<file path="config.mk">
export PLATFORM = sky130hd
export DESIGN_NAME = cache_write_ctrl_flat
export DESIGN_NICKNAME = d
export VERILOG_FILES = /design/src/rtl/cache_pkg.sv /design/src/rtl/cache_write_ctrl_if.sv /design/src/rtl/cache_wr_arb.sv /design/src/rtl/cache_write_ctrl.sv /design/src/flat_wrapper.sv
export SDC_FILE = /design/constraint.sdc
export NUM_CORES = 1
export LEC_CHECK = 0
export CORE_MARGIN = 8
export CORE_UTILIZATION = 40
export DETAILED_ROUTE_END_ITERATION = 6
export PLACE_DENSITY_LB_ADDON = 0.08
export SLEW_MARGIN = 5
export SYNTH_ARGS = -nofsm -noshare
export SYNTH_HDL_FRONTEND = slang
export SYNTH_SLANG_ARGS = --single-unit
</file>
<file path="constraint.sdc">
create_clock -name clk -period 4 [get_ports clk]
set_input_delay 0.8 -clock clk [delete_from_list [all_inputs] [get_ports clk]]
set_output_delay 0.8 -clock clk [all_outputs]
set_load 0.005 [all_outputs]
</file>
<file path="src/rtl/cache_pkg.sv">
`default_nettype none
// ============================================================================
//  Module      : cache_pkg
//  Description : Shared constants and types for the CACHE write-port
//                controller: default widths, entry count, starvation limit
//                and the controller state encoding.
//  Revision    : 1.0 - initial release
// ============================================================================
package cache_pkg;

    localparam int CACHE_DATA_W     = 16;
    localparam int CACHE_ADDR_W     = 10;
    localparam int CACHE_DEPTH      = 64;
    localparam int CACHE_STARVE_MAX = 4;

    // Starvation counter width; covers limits from 1 to 15.
    localparam int STARVE_W = 4;

    typedef enum logic [0:0] {
        INIT = 1'b0,
        RUN  = 1'b1
    } wr_state_e;

endpackage : cache_pkg
`default_nettype wire

</file>
<file path="src/rtl/cache_write_ctrl_if.sv">
`default_nettype none
// ============================================================================
//  Module      : cache_write_ctrl_if
//  Description : Bundle of the two write requesters (CPU store path and
//                debug/program loader) plus the registered CACHE write port.
//                master : requester / store side (drives requests, sees
//                         grants and write-port outputs)
//                slave  : cache_write_ctrl (drives grants and write port)
//  Revision    : 1.0 - initial release
// ============================================================================
interface cache_write_ctrl_if
    import cache_pkg::*;
#(
    parameter int DATA_W = CACHE_DATA_W,
    parameter int ADDR_W = CACHE_ADDR_W
);

    logic              cpu_wr_req;
    logic [ADDR_W-1:0] cpu_wr_addr;
    logic [DATA_W-1:0] cpu_wr_data;
    logic              cpu_wr_gnt;

    logic              dbg_wr_req;
    logic [ADDR_W-1:0] dbg_wr_addr;
    logic [DATA_W-1:0] dbg_wr_data;
    logic              dbg_wr_gnt;

    logic              mem_write;
    logic [ADDR_W-1:0] mem_waddr;
    logic [DATA_W-1:0] mem_wdata;
    logic              init_done;
    logic              addr_err;

    modport master (
        output cpu_wr_req, cpu_wr_addr, cpu_wr_data,
        input  cpu_wr_gnt,
        output dbg_wr_req, dbg_wr_addr, dbg_wr_data,
        input  dbg_wr_gnt,
        input  mem_write, mem_waddr, mem_wdata, init_done, addr_err
    );

    modport slave (
        input  cpu_wr_req, cpu_wr_addr, cpu_wr_data,
        output cpu_wr_gnt,
        input  dbg_wr_req, dbg_wr_addr, dbg_wr_data,
        output dbg_wr_gnt,
        output mem_write, mem_waddr, mem_wdata, init_done, addr_err
    );

endinterface : cache_write_ctrl_if
`default_nettype wire

</file>
<file path="src/rtl/cache_wr_arb.sv">
`default_nettype none
// ============================================================================
//  Module      : cache_wr_arb
//  Description : Fixed-priority write arbiter with a loader starvation guard.
//                The CPU normally wins; once the loader has been refused
//                STARVE_MAX consecutive cycles it wins the next contest.
//  Ports       : clk, Reset      - clock, synchronous active-high reset
//                i_run           - arbitration enabled (RUN and not in reset)
//                i_cpu_req       - CPU store request
//                i_dbg_req       - loader request
//                o_cpu_gnt       - combinational CPU grant
//                o_dbg_gnt       - combinational loader grant
//  Revision    : 1.0 - initial release
// ============================================================================
module cache_wr_arb
    import cache_pkg::*;
#(
    parameter int STARVE_MAX = CACHE_STARVE_MAX
) (
    input  wire  clk,
    input  wire  Reset,
    input  wire  i_run,
    input  wire  i_cpu_req,
    input  wire  i_dbg_req,
    output logic o_cpu_gnt,
    output logic o_dbg_gnt
);

    localparam logic [STARVE_W-1:0] C_STARVE_MAX = STARVE_W'(STARVE_MAX);

    logic [STARVE_W-1:0] starve_cnt_q;
    logic [STARVE_W-1:0] starve_cnt_d;
    logic                w_starved;

    always_comb begin
        w_starved    = (starve_cnt_q == C_STARVE_MAX);
        o_cpu_gnt    = 1'b0;
        o_dbg_gnt    = 1'b0;
        starve_cnt_d = starve_cnt_q;

        if (i_run) begin
            if (i_dbg_req && w_starved) begin
                o_dbg_gnt = 1'b1;
            end else if (i_cpu_req) begin
                o_cpu_gnt = 1'b1;
            end else if (i_dbg_req) begin
                o_dbg_gnt = 1'b1;
            end
        end

        // Counts consecutive refused loader cycles; any break in the
        // request or a loader grant restarts the count.
        if (!i_run || !i_dbg_req || o_dbg_gnt) begin
            starve_cnt_d = '0;
        end else if (!w_starved) begin
            starve_cnt_d = starve_cnt_q + STARVE_W'(1);
        end
    end

    always_ff @(posedge clk) begin
        if (Reset) begin
            starve_cnt_q <= '0;
        end else begin
            starve_cnt_q <= starve_cnt_d;
        end
    end

endmodule : cache_wr_arb
`default_nettype wire

</file>
<file path="src/rtl/cache_write_ctrl.sv">
`default_nettype none
// ============================================================================
//  Module      : cache_write_ctrl
//  Description : Owner of the single CACHE write port. After reset it
//                zero-fills all DEPTH entries, then arbitrates the port
//                between the CPU store path and the debug/program loader.
//                Write-port outputs are registered (grant -> write next edge).
//  Ports       : clk    - clock
//                Reset  - synchronous, active-high reset
//                bus    - cache_write_ctrl_if.slave: requests/grants from the
//                         CPU and loader, mem_write/mem_waddr/mem_wdata to the
//                         store, init_done and addr_err status
//  Revision    : 1.0 - initial release
// ============================================================================
module cache_write_ctrl
    import cache_pkg::*;
#(
    parameter int DATA_W     = CACHE_DATA_W,
    parameter int ADDR_W     = CACHE_ADDR_W,
    parameter int DEPTH      = CACHE_DEPTH,
    parameter int STARVE_MAX = CACHE_STARVE_MAX
) (
    input  wire              clk,
    input  wire              Reset,
    cache_write_ctrl_if.slave bus
);

    localparam int                FILL_W    = $clog2(DEPTH);
    localparam logic [FILL_W-1:0] C_FILL_LAST = FILL_W'(DEPTH - 1);
    localparam logic [ADDR_W-1:0] C_DEPTH_A   = ADDR_W'(DEPTH);

    wr_state_e         state_q,     state_d;
    logic [FILL_W-1:0] fill_cnt_q,  fill_cnt_d;
    logic              mem_write_q, mem_write_d;
    logic [ADDR_W-1:0] mem_waddr_q, mem_waddr_d;
    logic [DATA_W-1:0] mem_wdata_q, mem_wdata_d;
    logic              init_done_q, init_done_d;
    logic              addr_err_q,  addr_err_d;

    logic              w_run;
    logic              w_cpu_gnt;
    logic              w_dbg_gnt;
    logic [ADDR_W-1:0] w_win_addr;
    logic [DATA_W-1:0] w_win_data;

    // Grants are held off during reset so a requester is never released
    // for a write that the reset is about to discard.
    assign w_run = (state_q == RUN) && !Reset;

    cache_wr_arb #(
        .STARVE_MAX (STARVE_MAX)
    ) u_arb (
        .clk       (clk),
        .Reset     (Reset),
        .i_run     (w_run),
        .i_cpu_req (bus.cpu_wr_req),
        .i_dbg_req (bus.dbg_wr_req),
        .o_cpu_gnt (w_cpu_gnt),
        .o_dbg_gnt (w_dbg_gnt)
    );

    assign w_win_addr = w_dbg_gnt ? bus.dbg_wr_addr : bus.cpu_wr_addr;
    assign w_win_data = w_dbg_gnt ? bus.dbg_wr_data : bus.cpu_wr_data;

    always_comb begin
        state_d     = state_q;
        fill_cnt_d  = fill_cnt_q;
        mem_write_d = 1'b0;
        mem_waddr_d = mem_waddr_q;
        mem_wdata_d = mem_wdata_q;
        init_done_d = init_done_q;
        addr_err_d  = 1'b0;

        case (state_q)
            INIT: begin
                mem_write_d = 1'b1;
                mem_waddr_d = ADDR_W'(fill_cnt_q);
                mem_wdata_d = '0;
                fill_cnt_d  = fill_cnt_q + FILL_W'(1);
                if (fill_cnt_q == C_FILL_LAST) begin
                    state_d     = RUN;
                    init_done_d = 1'b1;
                end
            end
            RUN: begin
                if (w_cpu_gnt || w_dbg_gnt) begin
                    // Out-of-range writes are still granted (releasing the
                    // requester) but never reach the store.
                    if (w_win_addr >= C_DEPTH_A) begin
                        addr_err_d = 1'b1;
                    end else begin
                        mem_write_d = 1'b1;
                        mem_waddr_d = w_win_addr;
                        mem_wdata_d = w_win_data;
                    end
                end
            end
            default: begin
                state_d = INIT;
            end
        endcase
    end

    always_ff @(posedge clk) begin
        if (Reset) begin
            state_q     <= INIT;
            fill_cnt_q  <= '0;
            mem_write_q <= 1'b0;
            mem_waddr_q <= '0;
            mem_wdata_q <= '0;
            init_done_q <= 1'b0;
            addr_err_q  <= 1'b0;
        end else begin
            state_q     <= state_d;
            fill_cnt_q  <= fill_cnt_d;
            mem_write_q <= mem_write_d;
            mem_waddr_q <= mem_waddr_d;
            mem_wdata_q <= mem_wdata_d;
            init_done_q <= init_done_d;
            addr_err_q  <= addr_err_d;
        end
    end

    assign bus.cpu_wr_gnt = w_cpu_gnt;
    assign bus.dbg_wr_gnt = w_dbg_gnt;
    assign bus.mem_write  = mem_write_q;
    assign bus.mem_waddr  = mem_waddr_q;
    assign bus.mem_wdata  = mem_wdata_q;
    assign bus.init_done  = init_done_q;
    assign bus.addr_err   = addr_err_q;

endmodule : cache_write_ctrl
`default_nettype wire
</file>
<file path="src/flat_wrapper.sv">
// flat-port wrapper written by rule: the top's interface ports become plain ports
module cache_write_ctrl_flat import cache_pkg::*;
#(
    parameter int DATA_W     = CACHE_DATA_W,
    parameter int ADDR_W     = CACHE_ADDR_W,
    parameter int DEPTH      = CACHE_DEPTH,
    parameter int STARVE_MAX = CACHE_STARVE_MAX
)
  (clk, Reset, bus_cpu_wr_req, bus_cpu_wr_addr, bus_cpu_wr_data, bus_cpu_wr_gnt, bus_dbg_wr_req, bus_dbg_wr_addr, bus_dbg_wr_data, bus_dbg_wr_gnt, bus_mem_write, bus_mem_waddr, bus_mem_wdata, bus_init_done, bus_addr_err);
  cache_write_ctrl_if #(.DATA_W(DATA_W), .ADDR_W(ADDR_W)) bus_i ();
  input  wire clk;
  input  wire Reset;
  input wire logic [$bits(bus_i.cpu_wr_req)-1:0] bus_cpu_wr_req;
  input wire logic [$bits(bus_i.cpu_wr_addr)-1:0] bus_cpu_wr_addr;
  input wire logic [$bits(bus_i.cpu_wr_data)-1:0] bus_cpu_wr_data;
  output wire logic [$bits(bus_i.cpu_wr_gnt)-1:0] bus_cpu_wr_gnt;
  input wire logic [$bits(bus_i.dbg_wr_req)-1:0] bus_dbg_wr_req;
  input wire logic [$bits(bus_i.dbg_wr_addr)-1:0] bus_dbg_wr_addr;
  input wire logic [$bits(bus_i.dbg_wr_data)-1:0] bus_dbg_wr_data;
  output wire logic [$bits(bus_i.dbg_wr_gnt)-1:0] bus_dbg_wr_gnt;
  output wire logic [$bits(bus_i.mem_write)-1:0] bus_mem_write;
  output wire logic [$bits(bus_i.mem_waddr)-1:0] bus_mem_waddr;
  output wire logic [$bits(bus_i.mem_wdata)-1:0] bus_mem_wdata;
  output wire logic [$bits(bus_i.init_done)-1:0] bus_init_done;
  output wire logic [$bits(bus_i.addr_err)-1:0] bus_addr_err;
  assign bus_i.cpu_wr_req = bus_cpu_wr_req;
  assign bus_i.cpu_wr_addr = bus_cpu_wr_addr;
  assign bus_i.cpu_wr_data = bus_cpu_wr_data;
  assign bus_cpu_wr_gnt = bus_i.cpu_wr_gnt;
  assign bus_i.dbg_wr_req = bus_dbg_wr_req;
  assign bus_i.dbg_wr_addr = bus_dbg_wr_addr;
  assign bus_i.dbg_wr_data = bus_dbg_wr_data;
  assign bus_dbg_wr_gnt = bus_i.dbg_wr_gnt;
  assign bus_mem_write = bus_i.mem_write;
  assign bus_mem_waddr = bus_i.mem_waddr;
  assign bus_mem_wdata = bus_i.mem_wdata;
  assign bus_init_done = bus_i.init_done;
  assign bus_addr_err = bus_i.addr_err;
  cache_write_ctrl #(.DATA_W(DATA_W), .ADDR_W(ADDR_W), .DEPTH(DEPTH), .STARVE_MAX(STARVE_MAX)) u_core (.clk(clk), .Reset(Reset), .bus(bus_i));
endmodule
</file>
==> reports/qor.yml, run 1 <==
die:
  fp-row-count: 26
  fp.coreArea_um2: 5042
  ioPinCount: 87
  die_h_um: 87.82
  die-area_um2: 7712
  start_util_pct: 40.92
  fp.dieW_um: 87.82
clock_network:
  post-cts-setup-buffers: 0
  cts_buffers: 5
  cts_tree: "done"
  clock-sinks: 40
  clkTransAtPathRegs_ns: 0.07
  clkLatencyLatePin_ns: 0.29
  h-tree-depth: 2
  cts_buffer_depth: 2
  cts_resized: 0
  cts-root-buf: "clkbuf_8"
  cts-hold-fix-buffers: 0
grt:
  track_usage_pct: 15.65
  grt_max_degree: 20
  overflow: 0
  antenna_found_initial: 0
  grt_pass1_vias: 1854
  grt_pass1_wl_um: 9591
sta:
  max_slew_margin_pct: 47.57
  setup_violations: 0
  min_period_ns: 3.148
  fmax_mhz: 317.7
  rsz0062_at_grt: "false"
  skew_ns: 0.004404
  drv_slew: 0
  hold-worst-slack_ns: 0.4685
  hold_violations: 0
  setup_tns_ns: 0
  tightest_slew_ns: 0.7865
  post-route-period-util_pct: 78.69
final_layout:
  areaGrowthSynthToFinish_pct: 45.66
  antenna_cells: 0
  fin_util_pct: 59.60
  n_fill_cell: 464
  drive_gt1_share_pct: 10.60
  fin_nets: 342
  final_cell_mix: "86 x clkdlybuf4s50_1, 40 x dfxtp_1, 22 x mux2i_1, 13 x nor4_1, 11 x and3_1"
  final_common_cell: "clkdlybuf4s50_1"
power_and_ir_drop:
  leakage_nw: 1.027
  powerDensity_nw_per_um2: 250.9
  vdd_drop_max_mv: 0.1626
logic_synthesis:
  synthFlopType: "dfxtp_1"
  seq_area_frac_synth_pct: 38.81
  async_flop_share_pct: 0
  ys_ff_latch: 40
  synth_cell_types: 45
  syn_area_um2: 2063
  syn-num-nets: 262
  synth-edff-count: 0
  syn_area_per_cell_um2: 10.16
  synth_cells: 203
  yosys_warnings: 0
route:
  dr.pass1.iters: 4
  drt_wl_total_um: 5987
  viasPerCell: 5.323
  drt-wirelength-per-cell_um: 16.96
  drc_errors: 0
  drt_iter0_markers: 43
  num_vias: 1879
  ant_nets: 0
worst_setup_path:
  path_class: "in -> out"
  cp.required_ns: 3.20
  worst-path-max-fanout: 16
  crit_arrival_ns: 2.35
  startpoint_type: "input port"
  endpoint_kind: "output pin"
  r2r_slack_ns: 1.44
run:
  cap_violations: 0
place:
  gp_congestion: 0.7653
  port_buffers: 86
  dp_hpwl_um: 4619
min_path:
  hp-class: "reg -> reg"
run_status:
  status: "complete, no violations"
-- worst paths after layout --
check,from,endpoint,cells after the start
max reg2reg,u_core.state_q,u_core.bus.mem_waddr[2],5
min,u_core.u_arb.starve_cnt_q[0],u_core.u_arb.starve_cnt_q[0],1
min reg2reg,u_core.u_arb.starve_cnt_q[0],u_core.u_arb.starve_cnt_q[0],1
max,Reset,bus_cpu_wr_gnt,5
-- sequential cells by signal, indices dropped and copies added, names as in the netlist --
register                   flops
u_core.bus.mem_write           1
u_core.fill_cnt_q              6
u_core.state_q                 1
u_core.bus.init_done           1
u_core.u_arb.starve_cnt_q      4
u_core.bus.mem_wdata          16
u_core.bus.mem_waddr          10
u_core.bus.addr_err            1
-- worst max-delay path, cell delays in order --
cell             delay (ns)
clkdlybuf4s50_1        0.44
buf_4                  0.22
nor2b_4                0.21
o211a_1                0.17
clkdlybuf4s50_1        0.49
-- cell type report --
type | count | area, um^2 | share of cell area [%]
multi-input combinational | 140 | 1130 | 37.59
timing repair buffer | 89 | 883.3 | 29.39
sequential | 40 | 800.8 | 26.64
tap | 70 | 87.58 | 2.914
clock buffer | 6 | 72.57 | 2.415
inverter | 7 | 26.28 | 0.8743
clock inverter | 1 | 5.005 | 0.1665
-- cells by family after synthesis --
family	count (synthesis)	synth area share, %
xor gates and xnor gates	6	2.547
and+or+nand+nor	69	21.41
DFF	40	38.81
muxes	22	10.67
adders and majority gates	3	1.819
buffers and inverters	23	6.609
AOI/OAI and AO/OA	40	18.13
-- through the flow --
step	power [mW]	setup slack, ns	instance area, um^2	std cells
finish	0.7541	0.8524	3005	353
global route	0.7898	0.7639	3005	353
CTS	0.7630	0.8493	3005	353
detailed placement	0.5099	0.7527	2928	346
global placement	0.5081	0.8045	2928	346
floorplan	0.4450	1.498	2063	203
-- synthesized netlist by cell type, drive strengths merged, types with 2 or more instances --
cell | instances | area [um^2]
a21oi | 6 | 30.03
ha | 3 | 37.54
a211oi | 17 | 190.2
xor2 | 4 | 35.03
mux2i | 22 | 220.2
o311ai | 5 | 51.30
inv | 6 | 22.52
xnor2 | 2 | 17.52
or3 | 2 | 12.51
clkbuf | 4 | 15.01
nor2 | 10 | 37.54
nand3 | 9 | 45.04
a2111oi | 4 | 35.03
and3 | 13 | 91.34
nor2b | 3 | 26.27
nand4 | 8 | 50.05
dfxtp | 40 | 800.8
nor4 | 14 | 93.84
nand3b | 2 | 27.53
nand2 | 3 | 11.26
buf | 12 | 95.08
-- report_power, final --
| group | switching, mW | internal (mW) |
|---|---|---|
| sequential | 0.00413 | 0.403 |
| combinational | 0.0292 | 0.0640 |
| clock | 0.135 | 0.119 |
-- metal layers --
layer	track usage (%)	part of all wire, %	wire, um
met1	18.30	45	2683
met4	4.219	0.52	31
met3	5.629	8.3	495
met5	0	0	0
met2	26.20	46	2777
Power figures use the tool's default switching activity.
==> inputs of run 2 (changes only) <==
clock period = 3 ns   (was 4 ns; I/O delays follow)
==> run 2 against run 1 <==
Compared with the run above: die area unchanged; clock-buffer cell count unchanged; critical path depth unchanged; clock power up 48%; hold slack better by 0.0027 ns; sequential cell count unchanged; total power up 38%; critical path type unchanged; critical endpoint unchanged; highest routed layer unchanged.
==> reports/qor.yml, run 2 (synthesis results as in run 1) <==
run_status:
  status: "complete, no violations"  # unchanged
place:
  dp_hpwl_um: 4494  # was 4619 um
  gp_congestion: 0.7478  # was 0.7653
  port_buffers: 86  # unchanged
final_layout:
  n_fill_cell: 435  # was 464
  drive_gt1_share_pct: 13.40  # was 10.60%
  multiInputGateArea_um2: 1130  # unchanged
  final_common_cell: "clkdlybuf4s50_1"  # unchanged
  final_cell_mix: "86 x clkdlybuf4s50_1, 40 x dfxtp_1, 22 x mux2i_1, 13 x nor4_1, 11 x and3_1"  # unchanged
  antenna_cells: 0  # unchanged
  fin_nets: 349  # was 342
  areaGrowthSynthToFinish_pct: 49.55  # was 45.66%
  largest_reg_flops: 16  # unchanged
  seq_area_um2: 800.8  # unchanged
sta:
  rsz0062_at_grt: "false"  # unchanged
  tightest_slew_ns: 0.5341  # was 0.7865 ns
  fmax_mhz: 365.0
  post-route-period-util_pct: 91.32
  setup_violations: 0  # unchanged
  drv_slew: 0  # unchanged
  setup_tns_ns: 0  # unchanged
  min_period_ns: 2.740
  skew_ns: 0.004419  # was 0.004404 ns
  max_slew_margin_pct: 63.47  # was 47.57%
  hold_violations: 0  # unchanged
  hold-worst-slack_ns: 0.4713  # was 0.4685 ns
min_path:
  hp-class: "reg -> reg"  # unchanged
  holdPathEnd: "u_core.u_arb.starve_cnt_q[0]"  # unchanged
  min_path_cells: 1  # unchanged
  worstHoldStart: "u_core.u_arb.starve_cnt_q[0]"  # unchanged
worst_setup_path:
  r2r_slack_ns: 1.06  # was 1.44 ns
  startpoint_type: "input port"  # unchanged
  worst-path-max-fanout: 16  # unchanged
  path_class: "in -> out"  # unchanged
  crit_family: "buffers and inverters"  # unchanged
  cpMostUsedCell: "clkdlybuf4s50_1"  # unchanged
  timing.rr.start: "u_core.u_arb.starve_cnt_q[0]"  # was u_core.state_q
  cp.required_ns: 2.40  # was 3.20 ns
  rr_endpoint: "u_core.bus.mem_wdata[0]"  # was u_core.bus.mem_waddr[2]
  cp_slowest_cell: "clkdlybuf4s50_1"  # unchanged
  crit_chain: "clkdlybuf4s50_1, buf_4, nor2b_4, o211a_1, clkdlybuf4s50_1"  # unchanged
  endpoint_kind: "output pin"  # unchanged
  path_buf_inv: 3  # unchanged
  r2r_cells: 7  # was 5
  crit_arrival_ns: 2.14  # was 2.35 ns
  critical-path-max-stage-delay_ns: 0.50  # was 0.49 ns
die:
  fp-row-count: 26  # unchanged
  ioPinCount: 87  # unchanged
  die-area_um2: 7712  # unchanged
  fp.coreArea_um2: 5042  # unchanged
  fp.dieW_um: 87.82  # unchanged
  die_h_um: 87.82  # unchanged
  start_util_pct: 40.92  # unchanged
clock_network:
  cts_tree: "done"  # unchanged
  clkLatencyLatePin_ns: 0.29  # about the same
  cts_buffer_depth: 2  # unchanged
  cts-hold-fix-buffers: 0  # unchanged
  clkTransAtPathRegs_ns: 0.08  # was 0.07 ns
  post-cts-setup-buffers: 0  # unchanged
  clock-sinks: 40  # unchanged
  cts_buffers: 5  # unchanged
  h-tree-depth: 2  # unchanged
  cts_resized: 0  # unchanged
  cts-root-buf: "clkbuf_8"  # unchanged
power_and_ir_drop:
  powerDensity_nw_per_um2: 338.1  # was 250.9 nW/um^2
  leakage_nw: 1.075  # was 1.027 nW
  vdd_drop_max_mv: 0.1715  # was 0.1626 mV
grt:
  antenna_found_initial: 0  # unchanged
  grt_pass1_vias: 2009  # was 1854
  grt_max_degree: 19  # was 20
  track_usage_pct: 16.35  # was 15.65%
  overflow: 0  # unchanged
  grt_pass1_wl_um: 9984  # was 9591 um
route:
  drt_wl_total_um: 5854  # was 5987 um
  drt-wirelength-per-cell_um: 16.22  # was 16.96 um
  dr.pass1.iters: 4  # unchanged
  num_vias: 1875  # was 1879
  drc_errors: 0  # unchanged
  viasPerCell: 5.194  # was 5.323
  ant_nets: 0  # unchanged
  drt_iter0_markers: 50  # was 43
run:
  cap_violations: 0  # unchanged
==> run 2: cell count changes in the layout (fill, tap and decap cells not counted) <==
cell	delta
clkinv_2	+1
clkbuf_8	+1
clkbuf_1	-1
buf_12	+1
buf_4	+6
==> run 2: report_power, final <==
part	switching [mW]	leakage [nW]	total [mW]	internal, mW
Clock	0.191	0.0510	0.375	0.184
Sequential	0.00551	0.323	0.542	0.537
Combinational	0.0390	0.701	0.126	0.0869
==> run 2: layout make-up <==
type | count | area share, %
timing repair buffer | 96 | 30.74
clock buffer | 6 | 2.676
tap | 70 | 2.839
multi-input combinational | 140 | 36.62
clock inverter | 2 | 0.3244
inverter | 7 | 0.8516
sequential | 40 | 25.95
==> run 2: worst max path at each step <==
stage | from | endpoint | slack (ns) | cells past startpoint
after CTS | Reset | bus_cpu_wr_gnt | 0.25 | 5
after detailed placement | Reset | bus_cpu_wr_gnt | 0.26 | 5
after global routing | Reset | bus_cpu_wr_gnt | 0.20 | 5
after floorplan | Reset | bus_dbg_wr_gnt | 0.90 | 5
after global placement | Reset | bus_cpu_wr_gnt | 0.27 | 5
final | Reset | bus_cpu_wr_gnt | 0.26 | 5
==> run 2: metal layers <==
metal / track usage, % / up-vias / share of wire, % / wire length (um)
li1: - / 952 / - / -
met1: 19.17 / 851 / 45 / 2607
met2: 25.99 / 66 / 44 / 2570
met3: 7.692 / 6 / 11 / 623
met4: 4.375 / 0 / 0.89 / 52
met5: 0 / - / 0 / 0
==> run 2: through the flow <==
stage | utilization (%) | instance area [um^2] | cells | total power [mW] | worst slack, ns
floorplan | - | 2063 | 203 | 0.5934 | 0.8983
global placement | 59.35 | 2993 | 353 | 0.6805 | 0.2715
detailed placement | 59.35 | 2993 | 353 | 0.6817 | 0.2594
CTS | 61.19 | 3085 | 361 | 1.055 | 0.2505
global route | 61.19 | 3085 | 361 | 1.096 | 0.1977
finish | 61.19 | 3085 | 361 | 1.043 | 0.2603
==> run 2: worst register-to-register path: cells and delay by family (launching register included) <==
family	cells	cell delay [ns]
AOI/OAI and AO/OA	1	0.20
adders and majority gates	1	0.19
buffers and inverters	2	0.28
DFF	1	0.34
and+or+nand+nor	3	0.85
==> inputs of run 3 (changes only) <==
clock period = 2.7 ns   (was 3 ns; I/O delays follow)
==> run 3 against run 2 <==
Compared with the run above: sequential cell count unchanged; setup slack got worse by 0.12 ns; first-iteration DRC count grew 90%; via count up 2.1%; die area is the same; critical endpoint unchanged; combinational power is 13% higher; total power grew 11%; largest power group unchanged; sequential share of layout area shrank 0.17 points; core utilization grew 0.40 points.
==> reports/qor.yml, run 3 (synthesis results as in run 1) <==
clock_network:
  h-tree-depth: 2  # unchanged
  cts_tree: "done"  # unchanged
  post-cts-setup-buffers: 0  # unchanged
  cts-root-buf: "clkbuf_8"  # unchanged
  clock-sinks: 40  # unchanged
  cts_resized: 0  # unchanged
  cts-hold-fix-buffers: 0  # unchanged
  clkTransAtPathRegs_ns: 0.07  # was 0.08 ns
  cts_buffer_depth: 2  # unchanged
  clkLatencyLatePin_ns: 0.29  # about the same
  cts_buffers: 5  # unchanged
grt:
  overflow: 0  # unchanged
  antenna_found_initial: 0  # unchanged
  grt_max_degree: 18  # was 19
  track_usage_pct: 15.88  # was 16.35%
  grt_pass1_wl_um: 9825  # was 9984 um
  grt_pass1_vias: 2022  # was 2009
place:
  place_ws_ns: 0.1427  # was 0.2594 ns
  gp_congestion: 0.7989  # was 0.7478
  port_buffers: 86  # unchanged
  dp_hpwl_um: 4552  # was 4494 um
  dp_cells: 356  # was 353
route:
  drc_errors: 0  # unchanged
  num_vias: 1914  # was 1875
  ant_nets: 0  # unchanged
  drt-wirelength-per-cell_um: 16.14  # was 16.22 um
  drt_wl_total_um: 5875  # was 5854 um
  viasPerCell: 5.258  # was 5.194
  dr.pass1.iters: 5  # was 4
  drt_iter0_markers: 95  # was 50
sta:
  skew_ns: 0.004070  # was 0.004419 ns
  setup_slack_ns: 0.1412  # was 0.2603 ns
  post-route-period-util_pct: 94.77
  fmax_mhz: 390.8
  setup_tns_ns: 0  # unchanged
  drv_slew: 0  # unchanged
  hold_violations: 0  # unchanged
  rsz0062_at_grt: "false"  # unchanged
  hold-worst-slack_ns: 0.4603  # was 0.4713 ns
  tightest_slew_ns: 0.5924  # was 0.5341 ns
  max_slew_margin_pct: 59.48  # was 63.47%
  setup_violations: 0  # unchanged
  min_period_ns: 2.559
final_layout:
  antenna_cells: 0  # unchanged
  areaGrowthSynthToFinish_pct: 50.52  # was 49.55%
  drive_gt1_share_pct: 13.61  # was 13.40%
  largest_reg_flops: 16  # unchanged
  fin_nets: 352  # was 349
  final_common_cell: "clkdlybuf4s50_1"  # unchanged
  final_cells: 364  # was 361
  final_cell_mix: "86 x clkdlybuf4s50_1, 40 x dfxtp_1, 22 x mux2i_1, 13 x nor4_1, 12 x buf_4"  # was 86 x clkdlybuf4s50_1, 40 x dfxtp_1, 22 x mux2i_1, 13 x nor4_1, 11 x and3_1
worst_setup_path:
  endpoint_kind: "output pin"  # unchanged
  crit_arrival_ns: 2.02  # was 2.14 ns
  timing.rr.start: "u_core.u_arb.starve_cnt_q[0]"  # unchanged
  rr_endpoint: "u_core.bus.mem_waddr[2]"  # was u_core.bus.mem_wdata[0]
  path_class: "in -> out"  # unchanged
  worst-path-max-fanout: 16  # unchanged
  cp.required_ns: 2.16  # was 2.40 ns
  r2r_cells: 7  # unchanged
  startpoint_type: "input port"  # unchanged
  r2r_slack_ns: 0.82  # was 1.06 ns
die:
  ioPinCount: 87  # unchanged
  fp-row-count: 26  # unchanged
  fp.coreArea_um2: 5042  # unchanged
  fp.dieW_um: 87.82  # unchanged
  die_h_um: 87.82  # unchanged
  start_util_pct: 40.92  # unchanged
  die-area_um2: 7712  # unchanged
min_path:
  hp-class: "reg -> reg"  # unchanged
  worstHoldStart: "u_core.u_arb.starve_cnt_q[0]"  # unchanged
  holdPathEnd: "u_core.u_arb.starve_cnt_q[0]"  # unchanged
  min_path_cells: 1  # unchanged
power_and_ir_drop:
  vdd_drop_max_mv: 0.2034  # was 0.1715 mV
  leakage_nw: 1.087  # was 1.075 nW
  powerDensity_nw_per_um2: 372.9  # was 338.1 nW/um^2
run_status:
  status: "complete, no violations"  # unchanged
run:
  cap_violations: 0  # unchanged
run 3: changes by cell type in the layout (fill, tap and decap cells not counted):
cell	before	now
clkbuf_1	0	2
clkinv_2	2	0
buf_4	9	12
run 3: worst max-delay path by stage:
stage	from	cells after the start	slack [ns]	endpoint
4_1_cts	Reset	5	0.13	bus_cpu_wr_gnt
3_3_place_gp	bus_dbg_wr_req	4	0.14	bus_dbg_wr_gnt
2_1_floorplan	bus_dbg_wr_addr[8]	6	0.68	u_core.bus.mem_wdata[10]
5_1_grt	Reset	5	0.08	bus_cpu_wr_gnt
6_report	Reset	5	0.14	bus_cpu_wr_gnt
3_5_place_dp	Reset	5	0.14	bus_cpu_wr_gnt
run 3: cell type report:
cell class / count / area (um^2)
Fill cell: 457 / 1937
Multi-Input combinational cell: 140 / 1130
Timing Repair Buffer: 99 / 970.9
Sequential cell: 40 / 800.8
Clock buffer: 8 / 90.09
Tap cell: 70 / 87.58
Inverter: 7 / 26.28
run 3: worst max-delay path, stage by stage:
cell and delay, ns:
clkdlybuf4s50_1 0.47, buf_12 0.19, nor2b_4 0.16, o211a_1 0.16, clkdlybuf4s50_1 0.50
run 3: metal layers:
layer	GRT usage, %	up-vias	wire [um]
met4	4.219	0	68
met1	18.29	883	2518
met2	26.40	68	2701
li1	-	956	-
met5	0	-	0
met3	6.473	7	586
run 3: power by group:
group	internal [mW]	switching, mW	total, mW	leakage, nW
sequential	0.597	0.00651	0.603	0.323
clock	0.209	0.204	0.412	0.0455
combinational	0.0985	0.0442	0.143	0.718
run 3: through the flow:
stage	power [mW]	area, um^2	util (%)
global placement	0.7584	3015	59.80
finish	1.158	3105	61.59
CTS	1.166	3105	61.59
detailed placement	0.7597	3015	59.80
global route	1.214	3105	61.59
floorplan	0.6593	2063	-
